$ cat src/rtl/mmio_gpio_bank.sv
// Memory-mapped GPIO bank: NUM_CH output words with SET/CLR/TOG aliases, one synchronised
// input word with sticky rising-edge status (write-1-to-clear) and a maskable interrupt.
module mmio_gpio_bank #(
   parameter int                      DATA_WIDTH  = 32,
   parameter int                      ADDR_WIDTH  = 10,
   parameter int                      NUM_CH      = 2,
   parameter int                      SYNC_STAGES = 2,
   parameter logic [DATA_WIDTH-1:0]   OUT_RESET   = '0
) (
   input  logic                         clk,
   input  logic                         rst,
   input  logic                         sel,
   input  logic                         re,
   input  logic                         we,
   input  logic [DATA_WIDTH/8-1:0]      byteEn,
   input  logic [ADDR_WIDTH-1:0]        addr,
   input  logic [DATA_WIDTH-1:0]        wdata,
   output logic [DATA_WIDTH-1:0]        rdata,
   output logic                         rvalid,
   output logic [NUM_CH*DATA_WIDTH-1:0] gpo,
   input  logic [DATA_WIDTH-1:0]        gpi,
   output logic                         irq
);

   localparam int NB     = DATA_WIDTH / 8;
   localparam int IN_OFF = 4 * NUM_CH;

   logic [31:0]            wordIdx;
   logic                   wrEn;
   logic                   rdEn;
   logic [DATA_WIDTH-1:0]  laneMask;
   logic [DATA_WIDTH-1:0]  outReg   [NUM_CH];
   logic [DATA_WIDTH-1:0]  outNext  [NUM_CH];
   logic [DATA_WIDTH-1:0]  syncChain[SYNC_STAGES];
   logic [DATA_WIDTH-1:0]  inWord;
   logic [DATA_WIDTH-1:0]  prevIn;
   logic [DATA_WIDTH-1:0]  rise;
   logic [DATA_WIDTH-1:0]  edgeReg;
   logic [DATA_WIDTH-1:0]  edgeNext;
   logic [DATA_WIDTH-1:0]  irqEn;
   logic [DATA_WIDTH-1:0]  irqEnNext;
   logic [DATA_WIDTH-1:0]  rdNext;
   logic                   unusedAddrBits;

   assign unusedAddrBits = ^addr[1:0];
   assign wordIdx = 32'(addr[ADDR_WIDTH-1:2]);
   assign wrEn    = sel & we;
   assign rdEn    = sel & re;
   assign inWord  = syncChain[SYNC_STAGES-1];
   assign rise    = inWord & ~prevIn;

   always_comb begin
      laneMask = '0;
      for (int b = 0; b < NB; b++)
         laneMask[b*8 +: 8] = {8{byteEn[b]}};
   end

   always_comb begin
      logic [DATA_WIDTH-1:0] cand;
      for (int c = 0; c < NUM_CH; c++) begin
         outNext[c] = outReg[c];
         cand       = outReg[c];
         if (wrEn && wordIdx[31:2] == 30'(c)) begin
            case (wordIdx[1:0])
               2'd0:    cand = wdata;
               2'd1:    cand = outReg[c] | wdata;
               2'd2:    cand = outReg[c] & ~wdata;
               default: cand = outReg[c] ^ wdata;
            endcase
            outNext[c] = (cand & laneMask) | (outReg[c] & ~laneMask);
         end
      end
   end

   // Clear is applied first so a rise landing in the same cycle wins.
   always_comb begin
      edgeNext  = edgeReg;
      irqEnNext = irqEn;
      if (wrEn && wordIdx == 32'(IN_OFF + 1))
         edgeNext = edgeReg & ~(wdata & laneMask);
      if (wrEn && wordIdx == 32'(IN_OFF + 2))
         irqEnNext = (wdata & laneMask) | (irqEn & ~laneMask);
      edgeNext = edgeNext | rise;
   end

   always_comb begin
      rdNext = '0;
      for (int c = 0; c < NUM_CH; c++)
         if (wordIdx[31:2] == 30'(c))
            rdNext = outReg[c];
      if (wordIdx == 32'(IN_OFF))
         rdNext = inWord;
      else if (wordIdx == 32'(IN_OFF + 1))
         rdNext = edgeReg;
      else if (wordIdx == 32'(IN_OFF + 2))
         rdNext = irqEn;
   end

   always_comb begin
      gpo = '0;
      for (int c = 0; c < NUM_CH; c++)
         gpo[c*DATA_WIDTH +: DATA_WIDTH] = outReg[c];
   end

   always_ff @(posedge clk) begin
      if (rst) begin
         for (int c = 0; c < NUM_CH; c++)
            outReg[c] <= OUT_RESET;
         for (int s = 0; s < SYNC_STAGES; s++)
            syncChain[s] <= '0;
         prevIn  <= '0;
         edgeReg <= '0;
         irqEn   <= '0;
         irq     <= 1'b0;
         rdata   <= '0;
         rvalid  <= 1'b0;
      end else begin
         for (int c = 0; c < NUM_CH; c++)
            outReg[c] <= outNext[c];
         syncChain[0] <= gpi;
         for (int s = 1; s < SYNC_STAGES; s++)
            syncChain[s] <= syncChain[s-1];
         prevIn  <= inWord;
         edgeReg <= edgeNext;
         irqEn   <= irqEnNext;
         irq     <= |(edgeReg & irqEn);
         rvalid  <= rdEn;
         if (rdEn)
            rdata <= rdNext;
      end
   end

endmodule

$ cat config.mk
export PLATFORM = sky130hd
export DESIGN_NAME = mmio_gpio_bank
export DESIGN_NICKNAME = d
export VERILOG_FILES = /design/src/rtl/mmio_gpio_bank.sv
export SDC_FILE = /design/constraint.sdc
export NUM_CORES = 1
export LEC_CHECK = 0
export BUFFER_PORTS_ARGS = -buffer_cell sky130_fd_sc_hd__buf_4
export CORE_ASPECT_RATIO = 0.75
export CORE_MARGIN = 10
export CORE_UTILIZATION = 55
export CTS_CLUSTER_SIZE = 12
export DETAILED_ROUTE_END_ITERATION = 8
export GPL_TIMING_DRIVEN = 1
export HOLD_SLACK_MARGIN = 0.03
export MAX_ROUTING_LAYER = met4
export PLACE_DENSITY = 0.76
export SLEW_MARGIN = 10
export SYNTH_ARGS = -nofsm -noshare
export SYNTH_HDL_FRONTEND = slang
export SYNTH_SLANG_ARGS = --single-unit
$ cat constraint.sdc
create_clock -name clk -period 2.3 [get_ports clk]
set_input_delay 0 -clock clk [delete_from_list [all_inputs] [get_ports clk]]
set_output_delay 0 -clock clk [all_outputs]
set_load 0.03 [all_outputs]
### Yosys cells after proc, flatten, opt, wreduce, memory -nomap -nowiden

Memories as Yosys holds them, arrays and structs flattened.
Cells that the tools add are included.

* equality and inequality tests: 6
* multiplexer cells: 19
* bitwise operators: 29
* reductions and logical operators: 7

Operator list (count)
* $mux W32: 14
* $and A32 B32 Y32: 11
* $or A32 B32 Y32: 6
* $pmux W32 S3: 2
* $not A32 Y32: 4
* $xor A32 B32 Y32: 2
* $reduce_or A32 Y1: 1
* $logic_not A30 Y1: 1
* $eq A8 B4 Y1 const B: 3
* $eq A6 B1 Y1 const B: 1
* $logic_and A1 B1 Y1: 4
* $or A1 B1 Y1: 4
* $mux W1: 3
* $and A1 B1 Y1: 2
* $eq A2 B1 Y1 const B: 1
* $eq A2 B2 Y1 const B: 1
* $logic_not A2 Y1: 1

* register bits: 130
* RAM bits: 128
* input port bits: 83
* logic and storage cells: 69
* memories kept: 2

Memory list
* outReg: depth 2, width 32, read ports 2, clocked after memory_dff 0, wr ports 2, RTL line 32 `logic [DATA_WIDTH-1:0] outReg [NUM_CH];`
* syncChain: depth 2, width 32, read ports 2, clocked after memory_dff 0, wr ports 2, RTL line 34 `logic [DATA_WIDTH-1:0] syncChain[SYNC_STAGES];`

### Depth between registers and ports, before layout

* depth after elaboration: 8
* depth in mapped cells: 8
* mapped depth without buffers: 5

### Worst setup path before layout

No wires, ideal clock.

* path type: input port to flip-flop
* from: in addr[9]
* to: reg rdata[20]
* arrival time: 1.641 ns
* required time: 2.176 ns
* path slack: 0.534 ns
* stages on the path: 7
* path buffers: 3
* cells stage by stage: or4_4 -> buf_6 -> or4_4 -> buf_6 -> buf_6 -> o221ai_1 -> a21oi_1

* cells in the longest elaborated chain, start to end: 6
* elaborated cells between the ends (all ways): 10
* those cells by class: 4 x eq/ne; 5 x mux; 1 x reduce/logical

RTL lines
* from (decl): RTL line 16 `input logic [ADDR_WIDTH-1:0] addr,`
* $logic_not A30 Y1: RTL line 89 `if (wordIdx[31:2] == 30'(c))`
* $mux W32 (2 in a row): RTL line 89
* $mux W32: RTL line 95 `else if (wordIdx == 32'(IN_OFF + 2))`
* $mux W32: RTL line 93 `else if (wordIdx == 32'(IN_OFF + 1))`
* $mux W32 *: RTL line 91 `if (wordIdx == 32'(IN_OFF))`
* to (signal assigned): RTL line 129 `rdata <= rdNext;`
* to (decl): RTL line 18 `output logic [DATA_WIDTH-1:0] rdata,`

Every way passes the cells marked *; elsewhere a longest branch is shown, timed or not.
A chain may end at the register's enable or synchronous reset.

### Worst setup path after layout

* from: in addr[3]
* to: reg edgeReg[1]

* cells in the longest elaborated chain, start to end: 4

RTL lines
* $eq A8 B4 Y1: RTL line 79 `if (wrEn && wordIdx == 32'(IN_OFF + 1))`
* $logic_and A1 B1 Y1: RTL line 79
* $mux W32: RTL line 79
* $or A32 B32 Y32: RTL line 83 `edgeNext = edgeNext | rise;`
* to (signal assigned): RTL line 124 `edgeReg <= edgeNext;`
* to (decl): RTL line 38 `logic [DATA_WIDTH-1:0] edgeReg;`

No other way between the ends.

==> results.sh <==
export IMPL_cts_tree="built"
export IMPL_rsz0062_at_grt="false"
export IMPL_max_slew_worst_pin_slew_ns=0.9893
export IMPL_final_cells=2017
export IMPL_period_share_pct=94.61
export IMPL_numClockSinks=258
export IMPL_synth_fp_nets=1666
export IMPL_netSwitchingPower_mw=2.316
export IMPL_slew_viol_final=0
export IMPL_setup_tns_ns=0
export IMPL_synth_top_area_cell="dfxtp_1"
export IMPL_finalSetupViolCount=0
export IMPL_design_core_area_um2=24090
export IMPL_grt_max_degree=195
export IMPL_synth_distinct_cells=35
export IMPL_syn_to_final_growth_pct=24.39
export IMPL_gp_congestion=0.9307
export IMPL_multi_input_area_um2=7550
export IMPL_std_cell_rows=49
export IMPL_dr_pass1_iters=5
export IMPL_p_sw_share_pct=23.94
export IMPL_die_y_um=155.9
export IMPL_clockBufferDepth=3
export IMPL_clk_pin_slew_ns=0.06
export IMPL_pwr_share_clk_pct=41.0
export IMPL_pin_count=181
export IMPL_drtIter0Drc=1053
export IMPL_powerDensity_nw_per_um2=574.1
export IMPL_viasPerCell=5.952
export IMPL_ys_seq_area_share_pct=38.11
export IMPL_yosysWarnings=0
export IMPL_synth_area_um2=13550
export IMPL_pwr_share_seq_pct=47.9
export IMPL_cts_root_buf="clkbuf_16"
export IMPL_p_leak_nw=7.074
export IMPL_timing_fmax_mhz=459.5
export IMPL_dpl_cell_count=1883
export IMPL_hpwl_mm=28.18
export IMPL_die_area_um2=31380
export IMPL_cp_arrival_ns=2.58
export IMPL_drt_total_wl_mm=41.14
export IMPL_synth_flop_cell="dfxtp_1"
export IMPL_wire_per_inst_um=20.39
export IMPL_yosysMostFrequentCell="dfxtp_1"
export IMPL_drive_gt1_share_pct=18.53
export IMPL_synth_cells=1455
export IMPL_avgSynthCellArea_um2=9.314
export IMPL_die_w_um=201.3
export IMPL_status="complete, no violations"
export IMPL_htreeDepth=1
export IMPL_drc=0
export IMPL_synthArstFlopShare_pct=0
export IMPL_pwr_share_comb_pct=11.0
export IMPL_cts_inserted_buffers=26
export IMPL_synth_top_cell_area_share_pct=38.11
export IMPL_ant_nets=0
export IMPL_synth_area_top_cells="dfxtp_1, ha_1, a211oi_1"
export IMPL_required_ns=2.70
export IMPL_vdd_drop_max_mv=0.5295
export IMPL_io_buffers=178
export IMPL_hold_viol_final=0
export IMPL_crit_fanout=19
export IMPL_p_total_mw=9.677
export IMPL_synth_edf_count=0
export IMPL_intPower_mw=7.361
export IMPL_synth_common_cells="dfxtp_1, a211oi_1, ha_1, nor2_1, nor2b_1"
export IMPL_min_period_ns=2.176
export IMPL_grt_pass1_vias=11810
export IMPL_antenna_found_initial=2
export IMPL_grt_pass1_wl_mm=64.14
export IMPL_worstSkewPairLatency_ns=0.53
export IMPL_endpoint_kind="flop"
export IMPL_fill_cells=1849
export IMPL_slew_headroom_pct=33.97
export IMPL_initial_core_util_pct=56.24
export IMPL_maxCapViolations=0
export IMPL_grt_ovfl_total=0
export IMPL_layout_nets=1888
export IMPL_ys_seq_elements=258
export IMPL_startpoint_type="input pin"
export IMPL_hold_path_class="in -> reg"
export IMPL_fin_skew_ns=0.008170
export IMPL_vias=12010
export IMPL_cts_setup_buffers=0
export IMPL_regArea_um2=5165
export IMPL_grt_use_total_pct=25.73
export IMPL_path_class="in -> reg"
[layer usage]
| layer | vias to the layer above | global-route usage (%) | part of all wire (%) |
|---|---|---|---|
| li1 | 5682 | - | - |
| met1 | 5725 | 32.14 | 42 |
| met2 | 515 | 41.94 | 47 |
| met3 | 84 | 4.005 | 7.5 |
| met4 | 0 | 8.640 | 3.5 |
| met5 | - | - | 0 |
[power by group through the flow]
| stage | logic (mW) | registers [mW] | clock network, mW |
|---|---|---|---|
| after CTS | 1.05 | 4.64 | 4.01 |
| after detailed placement | 0.916 | 4.73 | 0 |
| after global routing | 1.16 | 4.65 | 4.21 |
| after global placement | 0.879 | 4.73 | 0 |
| after floorplan | 0.594 | 4.72 | 0 |
| final | 1.07 | 4.64 | 3.97 |
[final cells by class]
| type | count | share of cell area, % |
|---|---|---|
| Multi-Input combinational cell | 988 | 44.79 |
| Inverter | 98 | 2.182 |
| Antenna cell | 2 | 0.02969 |
| Clock buffer | 33 | 4.320 |
| Clock inverter | 2 | 0.2227 |
| Tap cell | 331 | 2.457 |
| Sequential cell | 258 | 30.64 |
| Timing Repair Buffer | 305 | 15.36 |
[stage by stage]
| stage | cell area, um2 | hold slack, ns | setup slack (ns) | utilization (%) |
|---|---|---|---|---|
| floorplan | 13550 | 0.1192 | 0.5345 | - |
| global placement | 15110 | 0.2083 | 0.3781 | 62.72 |
| detailed placement | 15110 | 0.2142 | 0.3085 | 62.72 |
| CTS | 16850 | 0.07039 | 0.1647 | 69.93 |
| global route | 16860 | 0.08337 | 0.06296 | 69.96 |
| finish | 16860 | 0.09566 | 0.1239 | 69.96 |
[kinds of logic (layout without fill, tap and decap cells)]
family	after synthesis	count (layout)	share of synthesized area (%)
compound gates	373	373	19.63
mux	128	128	10.05
buf+inv	209	438	6.223
other cells	0	2	0
simple gates	359	359	14.17
fa+ha+maj	128	128	11.82
flops	258	258	38.11
[worst max-delay path, cell delays in order]
cell           delay (ns)
dlygate4sd3_1        0.54
buf_4                0.19
or3b_1               0.43
nor2_1               0.19
and3_1               0.23
buf_6                0.23
a41oi_1              0.16
dlygate4sd3_1        0.59
[placed cells by master (no fill, tap or decap), types with 2 or more instances in the layout]
cell and n:
or4_4 2, nor4b_2 4, buf_4 202, nand2_1 37, ha_1 128, mux2i_1 64, nor3_1 30, dfxtp_1 258
a221oi_1 29, a211oi_1 160, o2bb2ai_1 3, o221ai_1 29, clkbuf_16 27, clkbuf_1 3, mux2_2 64, buf_12 4
nor2_1 99, a41oi_1 32, nand3b_1 2, nand4_1 8, o22ai_1 3, and2_1 3, dlygate4sd3_1 97, nor2b_1 98
a21oi_1 70, a22oi_1 16, o21ai_0 31, nand3_1 4, nand2b_1 66, buf_6 2, clkbuf_8 3, diode_2 2
inv_1 97
[worst paths after layout]
path,endpoint,cells past startpoint,slack [ns],from
setup / recovery,edgeReg[1],8,0.12,addr[3]
hold / removal,flop,4,0.1,byteEn[3]
setup reg to reg,irq,4,0.66,edgeReg[28]
hold reg to reg,syncChain[0][41],1,0.43,syncChain[0][9]
[timing repair]
action                                  CTS  global route
gates resized for setup                   0             1
hold endpoints to repair                100             0
hold buffers                             97             0
endpoints found under the setup margin    0             1
(Power assumes the default switching activity.)
